==> src/rtl/if_pkg.sv <==
// Shared types and constants for the MIPS instruction-fetch stage.
//   - if_state_e   : fetch FSM states
//   - ifid_entry_t : instruction word plus its pc+increment, as held in IF/ID or the skid slot
//   - opcode field bounds, default reset PC / increment, NOP word
package if_pkg;

  localparam int unsigned XLEN       = 32;
  localparam int unsigned OPCODE_MSB = 31;
  localparam int unsigned OPCODE_LSB = 26;

  localparam logic [XLEN-1:0] DEFAULT_RESET_PC = 32'h0000_0000;
  localparam int unsigned     DEFAULT_PC_INC   = 4;
  localparam logic [XLEN-1:0] NOP_WORD         = 32'h0000_0000;

  typedef enum logic [1:0] {
    S_REQ  = 2'd0,
    S_WAIT = 2'd1,
    S_HOLD = 2'd2,
    S_DROP = 2'd3
  } if_state_e;

  typedef struct packed {
    logic [XLEN-1:0] instr;
    logic [XLEN-1:0] pc_plus4;
  } ifid_entry_t;

endpackage

==> src/rtl/if_skid_buf.sv <==
// One-entry holding register for a fetched instruction and its pc+increment.
// Ports:
//   clk, rst_n          clock, async active-low reset
//   load_i              capture instr_i/pc_plus4_i, mark full
//   unload_i            entry consumed, mark empty
//   clear_i             entry discarded, mark empty
//   instr_i, pc_plus4_i entry payload in
//   full_o              slot holds a valid entry
//   instr_o, pc_plus4_o entry payload out
module if_skid_buf
  import if_pkg::*;
(
  input  logic            clk,
  input  logic            rst_n,
  input  logic            load_i,
  input  logic            unload_i,
  input  logic            clear_i,
  input  logic [XLEN-1:0] instr_i,
  input  logic [XLEN-1:0] pc_plus4_i,
  output logic            full_o,
  output logic [XLEN-1:0] instr_o,
  output logic [XLEN-1:0] pc_plus4_o
);

  logic        full_q, full_d;
  ifid_entry_t entry_q, entry_d;

  // Next-state: emptying wins over a simultaneous load.
  always_comb begin
    full_d  = full_q;
    entry_d = entry_q;
    if (load_i) begin
      full_d  = 1'b1;
      entry_d = '{instr: instr_i, pc_plus4: pc_plus4_i};
    end
    if (unload_i || clear_i) begin
      full_d = 1'b0;
    end
  end

  always_ff @(posedge clk or negedge rst_n) begin
    if (!rst_n) begin
      full_q  <= 1'b0;
      entry_q <= '0;
    end else begin
      full_q  <= full_d;
      entry_q <= entry_d;
    end
  end

  assign full_o     = full_q;
  assign instr_o    = entry_q.instr;
  assign pc_plus4_o = entry_q.pc_plus4;

endmodule

==> src/rtl/if_stage.sv <==
// MIPS instruction-fetch stage: PC, single-outstanding imem port, one-entry skid
// slot and the IF/ID pipeline register.
// Ports:
//   clk, rst_n                      clock, async active-low reset
//   imem_req/imem_addr              fetch request and byte address (current PC)
//   imem_gnt/imem_rvalid/imem_rdata memory handshake and returned instruction
//   branch_taken/branch_target      redirect from EX/MEM (target forced word aligned)
//   stall                           ID cannot accept; IF/ID held
//   ifid_valid/instr/pc_plus4       IF/ID register contents
//   ifid_opcode                     ifid_instr[31:26] for the control decoder
module if_stage
  import if_pkg::*;
#(
  parameter logic [31:0] RESET_PC = DEFAULT_RESET_PC,
  parameter int unsigned PC_INC   = DEFAULT_PC_INC
) (
  input  logic        clk,
  input  logic        rst_n,
  output logic        imem_req,
  output logic [31:0] imem_addr,
  input  logic        imem_gnt,
  input  logic        imem_rvalid,
  input  logic [31:0] imem_rdata,
  input  logic        branch_taken,
  input  logic [31:0] branch_target,
  input  logic        stall,
  output logic        ifid_valid,
  output logic [31:0] ifid_instr,
  output logic [31:0] ifid_pc_plus4,
  output logic [5:0]  ifid_opcode
);

  if_state_e       state_q, state_d;
  logic [XLEN-1:0] pc_q, pc_d;
  logic            req_q, req_d;
  logic            ifid_valid_q, ifid_valid_d;
  logic [XLEN-1:0] ifid_instr_q, ifid_instr_d;
  logic [XLEN-1:0] ifid_pp4_q, ifid_pp4_d;

  logic            skid_load, skid_unload, skid_clear, skid_full;
  logic [XLEN-1:0] skid_instr, skid_pp4;

  logic [XLEN-1:0] pc_next;
  logic [XLEN-1:0] target;
  logic            slot_free;

  assign pc_next   = pc_q + XLEN'(PC_INC);
  assign target    = branch_target & ~32'h0000_0003;
  assign slot_free = !ifid_valid_q || !stall;

  if_skid_buf u_skid (
    .clk        (clk),
    .rst_n      (rst_n),
    .load_i     (skid_load),
    .unload_i   (skid_unload),
    .clear_i    (skid_clear),
    .instr_i    (imem_rdata),
    .pc_plus4_i (pc_next),
    .full_o     (skid_full),
    .instr_o    (skid_instr),
    .pc_plus4_o (skid_pp4)
  );

  // Next-state and IF/ID update; a redirect overrides everything at the end.
  always_comb begin
    state_d      = state_q;
    pc_d         = pc_q;
    ifid_valid_d = ifid_valid_q & stall;  // consumed by ID unless stalled
    ifid_instr_d = ifid_instr_q;
    ifid_pp4_d   = ifid_pp4_q;
    skid_load    = 1'b0;
    skid_unload  = 1'b0;
    skid_clear   = 1'b0;

    unique case (state_q)
      S_REQ: begin
        // req_q gates gnt: the first cycle after reset has no live request.
        if (req_q && imem_gnt) begin
          state_d = branch_taken ? S_DROP : S_WAIT;
        end
      end
      S_WAIT: begin
        if (imem_rvalid && !branch_taken) begin
          pc_d = pc_next;
          if (slot_free) begin
            ifid_valid_d = 1'b1;
            ifid_instr_d = imem_rdata;
            ifid_pp4_d   = pc_next;
            state_d      = S_REQ;
          end else begin
            skid_load = 1'b1;
            state_d   = S_HOLD;
          end
        end else if (imem_rvalid) begin
          state_d = S_REQ;
        end else if (branch_taken) begin
          state_d = S_DROP;
        end
      end
      S_HOLD: begin
        if (branch_taken) begin
          skid_clear = 1'b1;
          state_d    = S_REQ;
        end else if (!stall && skid_full) begin
          ifid_valid_d = 1'b1;
          ifid_instr_d = skid_instr;
          ifid_pp4_d   = skid_pp4;
          skid_unload  = 1'b1;
          state_d      = S_REQ;
        end
      end
      S_DROP: begin
        // The stale response must drain before a new request may issue.
        if (imem_rvalid) begin
          state_d = S_REQ;
        end
      end
      default: state_d = S_REQ;
    endcase

    if (branch_taken) begin
      pc_d         = target;
      ifid_valid_d = 1'b0;
    end
  end

  assign req_d = (state_d == S_REQ);

  always_ff @(posedge clk or negedge rst_n) begin
    if (!rst_n) begin
      state_q      <= S_REQ;
      pc_q         <= RESET_PC;
      req_q        <= 1'b0;
      ifid_valid_q <= 1'b0;
      ifid_instr_q <= NOP_WORD;
      ifid_pp4_q   <= '0;
    end else begin
      state_q      <= state_d;
      pc_q         <= pc_d;
      req_q        <= req_d;
      ifid_valid_q <= ifid_valid_d;
      ifid_instr_q <= ifid_instr_d;
      ifid_pp4_q   <= ifid_pp4_d;
    end
  end

  assign imem_req      = req_q;
  assign imem_addr     = pc_q;
  assign ifid_valid    = ifid_valid_q;
  assign ifid_instr    = ifid_instr_q;
  assign ifid_pc_plus4 = ifid_pp4_q;
  assign ifid_opcode   = ifid_instr_q[OPCODE_MSB:OPCODE_LSB];

endmodule
==> config.mk <==
export PLATFORM = sky130hd
export DESIGN_NAME = if_stage
export DESIGN_NICKNAME = d
export VERILOG_FILES = /design/src/rtl/if_pkg.sv /design/src/rtl/if_skid_buf.sv /design/src/rtl/if_stage.sv
export SDC_FILE = /design/constraint.sdc
export NUM_CORES = 1
export LEC_CHECK = 0
export CAP_MARGIN = 20
export CORE_MARGIN = 2
export CORE_UTILIZATION = 55
export DETAILED_ROUTE_END_ITERATION = 12
export GPL_TIMING_DRIVEN = 0
export HOLD_SLACK_MARGIN = 0.05
export PLACE_DENSITY_LB_ADDON = 0.3
export SLEW_MARGIN = 20
export SYNTH_ARGS = -nofsm -noshare
export SYNTH_HDL_FRONTEND = slang
export SYNTH_SLANG_ARGS = --single-unit
==> constraint.sdc <==
create_clock -name clk -period 3.3 [get_ports clk]
set_input_delay 0.495 -clock clk [delete_from_list [all_inputs] [get_ports clk]]
set_output_delay 0.495 -clock clk [all_outputs]
set_load 0.03 [all_outputs]
==> results of run 1 <==
==> worst register-to-register path: cells and delay by family (launching register included) <==
kind            cells  cell delay [ns]
buf+inv             4             1.30
simple gates        1             0.13
fa+ha+maj           1             0.19
flops               1             0.41
compound gates      3             0.55
==> metal layers <==
metal,GRT usage (%),vias up,routed length (um)
met2,48.6,370,10200
li1,-,3278,-
met4,11.5,0,624
met1,38.4,3297,8960
met5,0,-,0
met3,6.04,50,1750
==> area by class of cell <==
type	count	area (um2)
Clock buffer	20	457
Multi-Input combinational cell	622	3440
Timing Repair Buffer	167	1690
Buffer	72	337
Clock inverter	12	141
Inverter	5	18.8
Sequential cell	159	3980
Tap cell	180	225
Fill cell	1011	3540
==> layout by cell type (no fill, tap or decap), types with 10 or more instances in the layout <==
| master | count |
|---|---|
| nor4_1 | 16 |
| mux2i_1 | 37 |
| nand4_1 | 10 |
| clkbuf_1 | 47 |
| xor2_1 | 15 |
| clkbuf_16 | 17 |
| clkdlybuf4s50_1 | 165 |
| xnor2_1 | 33 |
| nor2_1 | 40 |
| nand3_1 | 22 |
| o211ai_1 | 11 |
| nand2_1 | 234 |
| dfrtp_1 | 159 |
| o21ai_0 | 99 |
| nor3_1 | 21 |
| buf_2 | 12 |
| buf_4 | 11 |
==> flip-flops by register name (all words and copies together) (netlist names) <==
name               cells
state_q                2
u_skid.full_o          1
ifid_pc_plus4         30
imem_addr             30
u_skid.pc_plus4_o     30
imem_req               1
u_skid.instr_o        32
ifid_instr            32
ifid_valid             1
==> report_power, final <==
group | internal, mW | switching (mW)
clock | 1.22 | 0.774
sequential | 2.45 | 0.337
combinational | 1.33 | 2.05
==> logic make-up after synthesis <==
group / after synthesis
AOI/OAI and AO/OA: 147
xor gates and xnor gates: 48
adders and majority gates: 5
buffers and inverters: 77
DFF: 159
muxes: 39
other: 1
and+or+nand+nor: 379
==> metrics by stage <==
step	cell area (um2)	power, mW	util (%)
after floorplan	7770	4.76	-
after global placement	9650	6.07	69.8
after detailed placement	9690	6.17	70.1
after CTS	10300	8.17	74.4
after global routing	10300	8.56	74.4
final	10300	8.16	74.4
==> worst max-delay path by stage <==
stage	startpoint	end	cells after the start
6_report	state_q[1]$_DFF_PN0_	ifid_instr[29]$_DFFE_PN0P_	9
5_1_grt	state_q[1]$_DFF_PN0_	ifid_instr[29]$_DFFE_PN0P_	9
4_1_cts	state_q[1]$_DFF_PN0_	ifid_instr[29]$_DFFE_PN0P_	9
3_5_place_dp	stall	ifid_instr[0]$_DFFE_PN0P_	8
3_3_place_gp	rst_n	imem_addr[23]$_DFFE_PN0N_	1
2_1_floorplan	imem_addr[2]$_DFFE_PN0N_	ifid_pc_plus4[24]$_DFFE_PN0P_	7
==> run_results.csv, run 1 <==
group,metric,value,unit
run_status,status,"complete, no violations",
clock_tree,cts_buffer_depth,2,
route,totalWireLength,21500,um
sta,rsz0062_at_grt,"no",
placement,hpwl,15300,um
critical_path,r2r-start,"state_q[1]$_DFF_PN0_",
route,num_vias,6995,
critical_path,cp_cell_sequence,"inv_1 -> ha_1 -> buf_2 -> o21ai_0 -> a221o_1 -> clkbuf_1 -> clkbuf_1 -> nand2_1 -> o21ai_0",
route,firstDrtPassIters,5,
yosys,synthDistinctLibCells,48,
yosys,yosysMostFrequentCell,"nand2_1",
clock_tree,clock_tree.root_cell,"clkbuf_16",
placement,pre_cts_ws,0.495,ns
route,detail_route.wl_per_cell,17.4,um
global_routing,gr-total-overflow,0,
yosys,synth_top_family_by_area,"simple AND/OR/NAND/NOR gates",
global_routing,grt_max_degree,82,
sta,whs,0.0298,ns
clock_tree,cts_tree,"built",
clock_tree,insertion_delay,0.43,ns
layout,stdcell_count,1237,
critical_path,arrival,3.02,ns
yosys,post-synth-top-area-fraction,51.3,%
sta,final.setup_skew,0.00571,ns
sta,fin_crit,2.67,ns
placement,port_buffers,166,
critical_path,cp-start-kind,"flip-flop",
die,design.core.area,0.0138,mm2
sta,max_slew_margin,49.7,%
die,die_h,123,um
critical_path,worstPathRequired,3.64,ns
critical_path,rrSetupSlack,0.63,ns
layout,syn_to_final_growth,32.7,%
yosys,synth_area_leaders,"dfrtp_1, nand2_1, o21ai_0, mux2i_1, xnor2_1",
yosys,synthAdderAreaFrac,0.807,%
die,io_pins,174,
yosys,postSynthAreaPerCell,9.07,um2
critical_path,max_stage_delay,0.53,ns
critical_path,reg2reg_depth,9,
layout,diodes,0,
yosys,netlist_top_cells_count,"nand2_1, dfrtp_1, o21ai_0",
critical_path,worst-path-buf-inv,4,
yosys,synth_simple_gate_area_share,21.7,%
clock_tree,clkSinkCount,159,
yosys,synth_edf_count,0,
yosys,synth.area.mux_share,5.07,%
yosys,synthesis.instances,855,
route,drt_iter0_drc,656,
sta,setup_viol,0,
sta,worst_pin_slew,0.755,ns
yosys,synth_seq_cells,159,
critical_path,r2r-end,"ifid_instr[29]$_DFFE_PN0P_",
route,via_per_inst,5.65,
critical_path,crit_path_end_kind,"flip-flop",
critical_path,worst-path-max-fanout,10,
sta,fmax,0.374,GHz
power_and_ir_drop,p_leak,4.44,nW
clock_tree,cts_made_buffers,17,
die,design.die.area,0.0151,mm2
critical_path,path_delay_family,"buffers and inverters",
clock_tree,cts_resized,0,
global_routing,grt_pass1_vias,6650,
critical_path,slowest_stage,"clkbuf_1",
global_routing,grt_use_total,29.5,%
sta,fin_tns_setup,0,ns
placement,gp_congestion,0.991,
placement,placedCellCount,1205,
route,drtAntennaViolNets,0,
die,die_w,123,um
min_path,hp-class,"primary input to async pin",
yosys,synthFlopType,"dfrtp_1",
sta,report.final.slew_viol_count,0,
sta,fin_ws,0.629,ns
route,drc,0,
clock_tree,post_cts_buffers,0,
yosys,synth_xor_area_share,5.42,%
critical_path,crit_type,"flip-flop to flip-flop",
die,start_util,56.1,%
layout,drive_gt1_share,6.34,%
yosys,ys_seq_area_share,51.3,%
power_and_ir_drop,irDropWorstVdd,0.436,mV
layout,fin_nets,1119,
clock_tree,cts_hold_buffers,0,
yosys,synthArstFlopShare,100,%
global_routing,antenna_found_initial,0,
yosys,yosysTopAreaCell,"dfrtp_1",
sta,hold_viol,0,
power_and_ir_drop,power_density,793,mW/mm2
yosys,yosysWarnings,0,
sta,fin_crit_sh,80.9,%
clock_tree,clk_pin_slew,0.06,ns
global_routing,grt_pass1_wl,33900,um
yosys,synth_area,0.00775,mm2
clock_tree,h-tree-depth,4,
job,maxCapViolCount,0,
yosys,synth-compound-area-share,11.1,%
die,num_rows,43,
Note: power is estimated with default switching activity, not from simulation.
==> run 2: changes to the inputs <==
Settings changed: CORE_UTILIZATION 55 to 51.
Clock period 3.3 ns to 2.6 ns, I/O delays scaled along.
==> run 2 against run 1 <==
  * Cell count is 0.89% higher
  * Sequential power is 27% higher
  * Global-route usage is 2.3 points lower
  * Register-to-register slack worse by 0.51 ns
  * Highest routed layer unchanged
  * Worst hold slack better by 0.44 ns
  * Via count is 1.8% lower
  * Setup slack worse by 0.51 ns
  * Utilization is 6.0 points lower
  * First-iteration DRC count is 28% lower
==> run_results.csv, run 2 (synthesis results as in run 1) <==
group,metric,value,unit
sta,fmax,0.403,GHz
global_routing,grt_pass1_wl,34500,um
die,num_rows,45,
clock_tree,h-tree-depth,4,
min_path,hp-start,"ifid_pc_plus4[21]$_DFFE_PN0P_",
layout,syn_to_final_growth,32.6,%
route,drt_iter0_drc,470,
layout,nFillCells,1227,
power_and_ir_drop,total_power,10.1,mW
sta,fin_crit_sh,95.4,%
route,via_per_inst,5.50,
critical_path,cp-start-kind,"flip-flop",
route,totalWireLength,21400,um
layout,layout_commonest_cell,"nand2_1",
layout,multi_input_area,0.00345,mm2
route,drtAntennaViolNets,0,
power_and_ir_drop,p_int,6.09,mW
sta,report.final.slew_viol_count,0,
route,num_vias,6870,
power_and_ir_drop,power_switching_share,39.5,%
power_and_ir_drop,power_switching,3.98,mW
critical_path,crit_type,"flip-flop to flip-flop",
clock_tree,clock_tree.root_cell,"clkbuf_16",
layout,layout_common_cells,"nand2_1, clkdlybuf4s50_1, dfrtp_1",
die,design.core.area,0.0150,mm2
sta,worst_pin_slew,0.793,ns
critical_path,arrival,2.78,ns
critical_path,startpoint,"imem_addr[2]$_DFFE_PN0N_",
power_and_ir_drop,p_leak,4.43,nW
sta,setup_viol,0,
placement,place_area,0.00970,mm2
clock_tree,insertion_delay,0.42,ns
route,detail_route.wl_per_cell,17.2,um
job,maxCapViolCount,0,
sta,hold_viol,0,
critical_path,r2r-start,"imem_addr[2]$_DFFE_PN0N_",
layout,stdcell_count,1248,
clock_tree,clkSinkCount,159,
die,design.die.area,0.0162,mm2
global_routing,grt_max_degree,95,
die,die_w,127,um
die,io_pins,174,
sta,final.setup_skew,0.00900,ns
clock_tree,cts_tree,"built",
sta,fin_crit,2.48,ns
placement,port_buffers,166,
layout,drive_gt1_share,6.89,%
power_and_ir_drop,combPwrFrac,42.5,%
placement,gp_congestion,0.888,
layout,final_area,0.0103,mm2
global_routing,gr-total-overflow,0,
power_and_ir_drop,irDropWorstVdd,0.481,mV
route,drc,0,
critical_path,worstPathRequired,2.90,ns
global_routing,antenna_found_initial,0,
layout,seqCellArea,0.00398,mm2
global_routing,grt_pass1_vias,6605,
global_routing,grt_use_total,27.2,%
clock_tree,cts_made_buffers,17,
placement,placedCellCount,1213,
route,firstDrtPassIters,5,
power_and_ir_drop,pwr-share-seq,34.9,%
power_and_ir_drop,power_density,979,mW/mm2
layout,diodes,0,
power_and_ir_drop,p_clk_share,22.6,%
critical_path,crit_path_end_kind,"flip-flop",
clock_tree,clk_pin_slew,0.06,ns
min_path,hp-class,"flip-flop to flip-flop",
placement,hpwl,15400,um
die,start_util,51.6,%
layout,fin_nets,1122,
critical_path,worst-path-max-fanout,6,
run_status,status,"complete, no violations",
clock_tree,cts_buffer_depth,2,
die,die_h,127,um
sta,max_slew_margin,47.1,%
[run 2: changes by cell type in the layout (fill, tap and decap cells not counted), sizes merged]
cell         before  now
clkinv            8    4
clkinvlp          1    5
bufinv            3    0
clkbuf           68   71
buf              26   28
dlygate4sd3       0    1
[run 2: cell type report]
type	instances	share of cell area, %
inverter	5	0.182
tap	188	2.29
multi-input combinational	622	33.6
clock inverter	9	0.596
clock buffer	23	4.65
buffer	72	3.32
timing repair buffer	170	16.7
sequential	159	38.7
[run 2: path summary, 6_finish.rpt]
path / slack, ns / end / depth (start not counted)
max in group asynchronous: 1.24 / u_skid.pc_plus4_o[20]$_DFFE_PN0P_ / 3
min in group asynchronous: 0.59 / u_skid.instr_o[4]$_DFFE_PN0P_ / 2
min: 0.47 / ifid_pc_plus4[21]$_DFFE_PN0P_ / 2
max reg2reg: 0.12 / ifid_pc_plus4[24]$_DFFE_PN0P_ / 7
max: 0.12 / ifid_pc_plus4[24]$_DFFE_PN0P_ / 7
min reg2reg: 0.47 / ifid_pc_plus4[21]$_DFFE_PN0P_ / 2
[run 2: per-layer routing]
metal  vias up  track usage [%]  share of wire, %  wire, um
met5         -                0                 0         0
met4         0             8.53               1.5       324
met3        31             4.65               6.2      1330
met2       269             43.1                47     10000
met1      3279             38.7                45      9730
li1       3291                -                 -         -
[run 2: power groups by stage]
stage / clock [mW] / sequential (mW) / combinational [mW]
3_3_place_gp: 0 / 3.54 / 4.18
5_1_grt: 2.41 / 3.60 / 4.60
4_1_cts: 2.29 / 3.52 / 4.28
6_report: 2.28 / 3.52 / 4.28
3_5_place_dp: 0 / 3.56 / 4.26
2_1_floorplan: 0 / 4.41 / 1.62
[run 2: critical path, cell delays in order (launching register included)]
cell and delay [ns]:
dfrtp_1 0.53, ha_1 0.31, and4_1 0.21, buf_2 0.17, nand4_1 0.30, o31a_1 0.40, o311ai_0 0.34, nand2_1 0.09
[run 2: stage by stage]
stage	hold WS [ns]	utilization [%]	worst slack, ns	TNS, ns
floorplan	0.0944	-	0.413	0
global placement	0.453	64.3	-5.35	-861.05
detailed placement	0.458	64.5	-0.170	-3.14
CTS	0.471	68.2	0.0126	0
global route	0.489	68.4	-0.0452	-0.209
finish	0.466	68.4	0.120	0
[run 2: what timing repair did]
item	in CTS	in global routing
cloned	0	0
resized for setup	2	9
buffers inserted	0	2
pin swaps	0	1
hold buffers	1	0
endpoints found under the setup margin	10	68
endpoints found under the hold margin	93	0
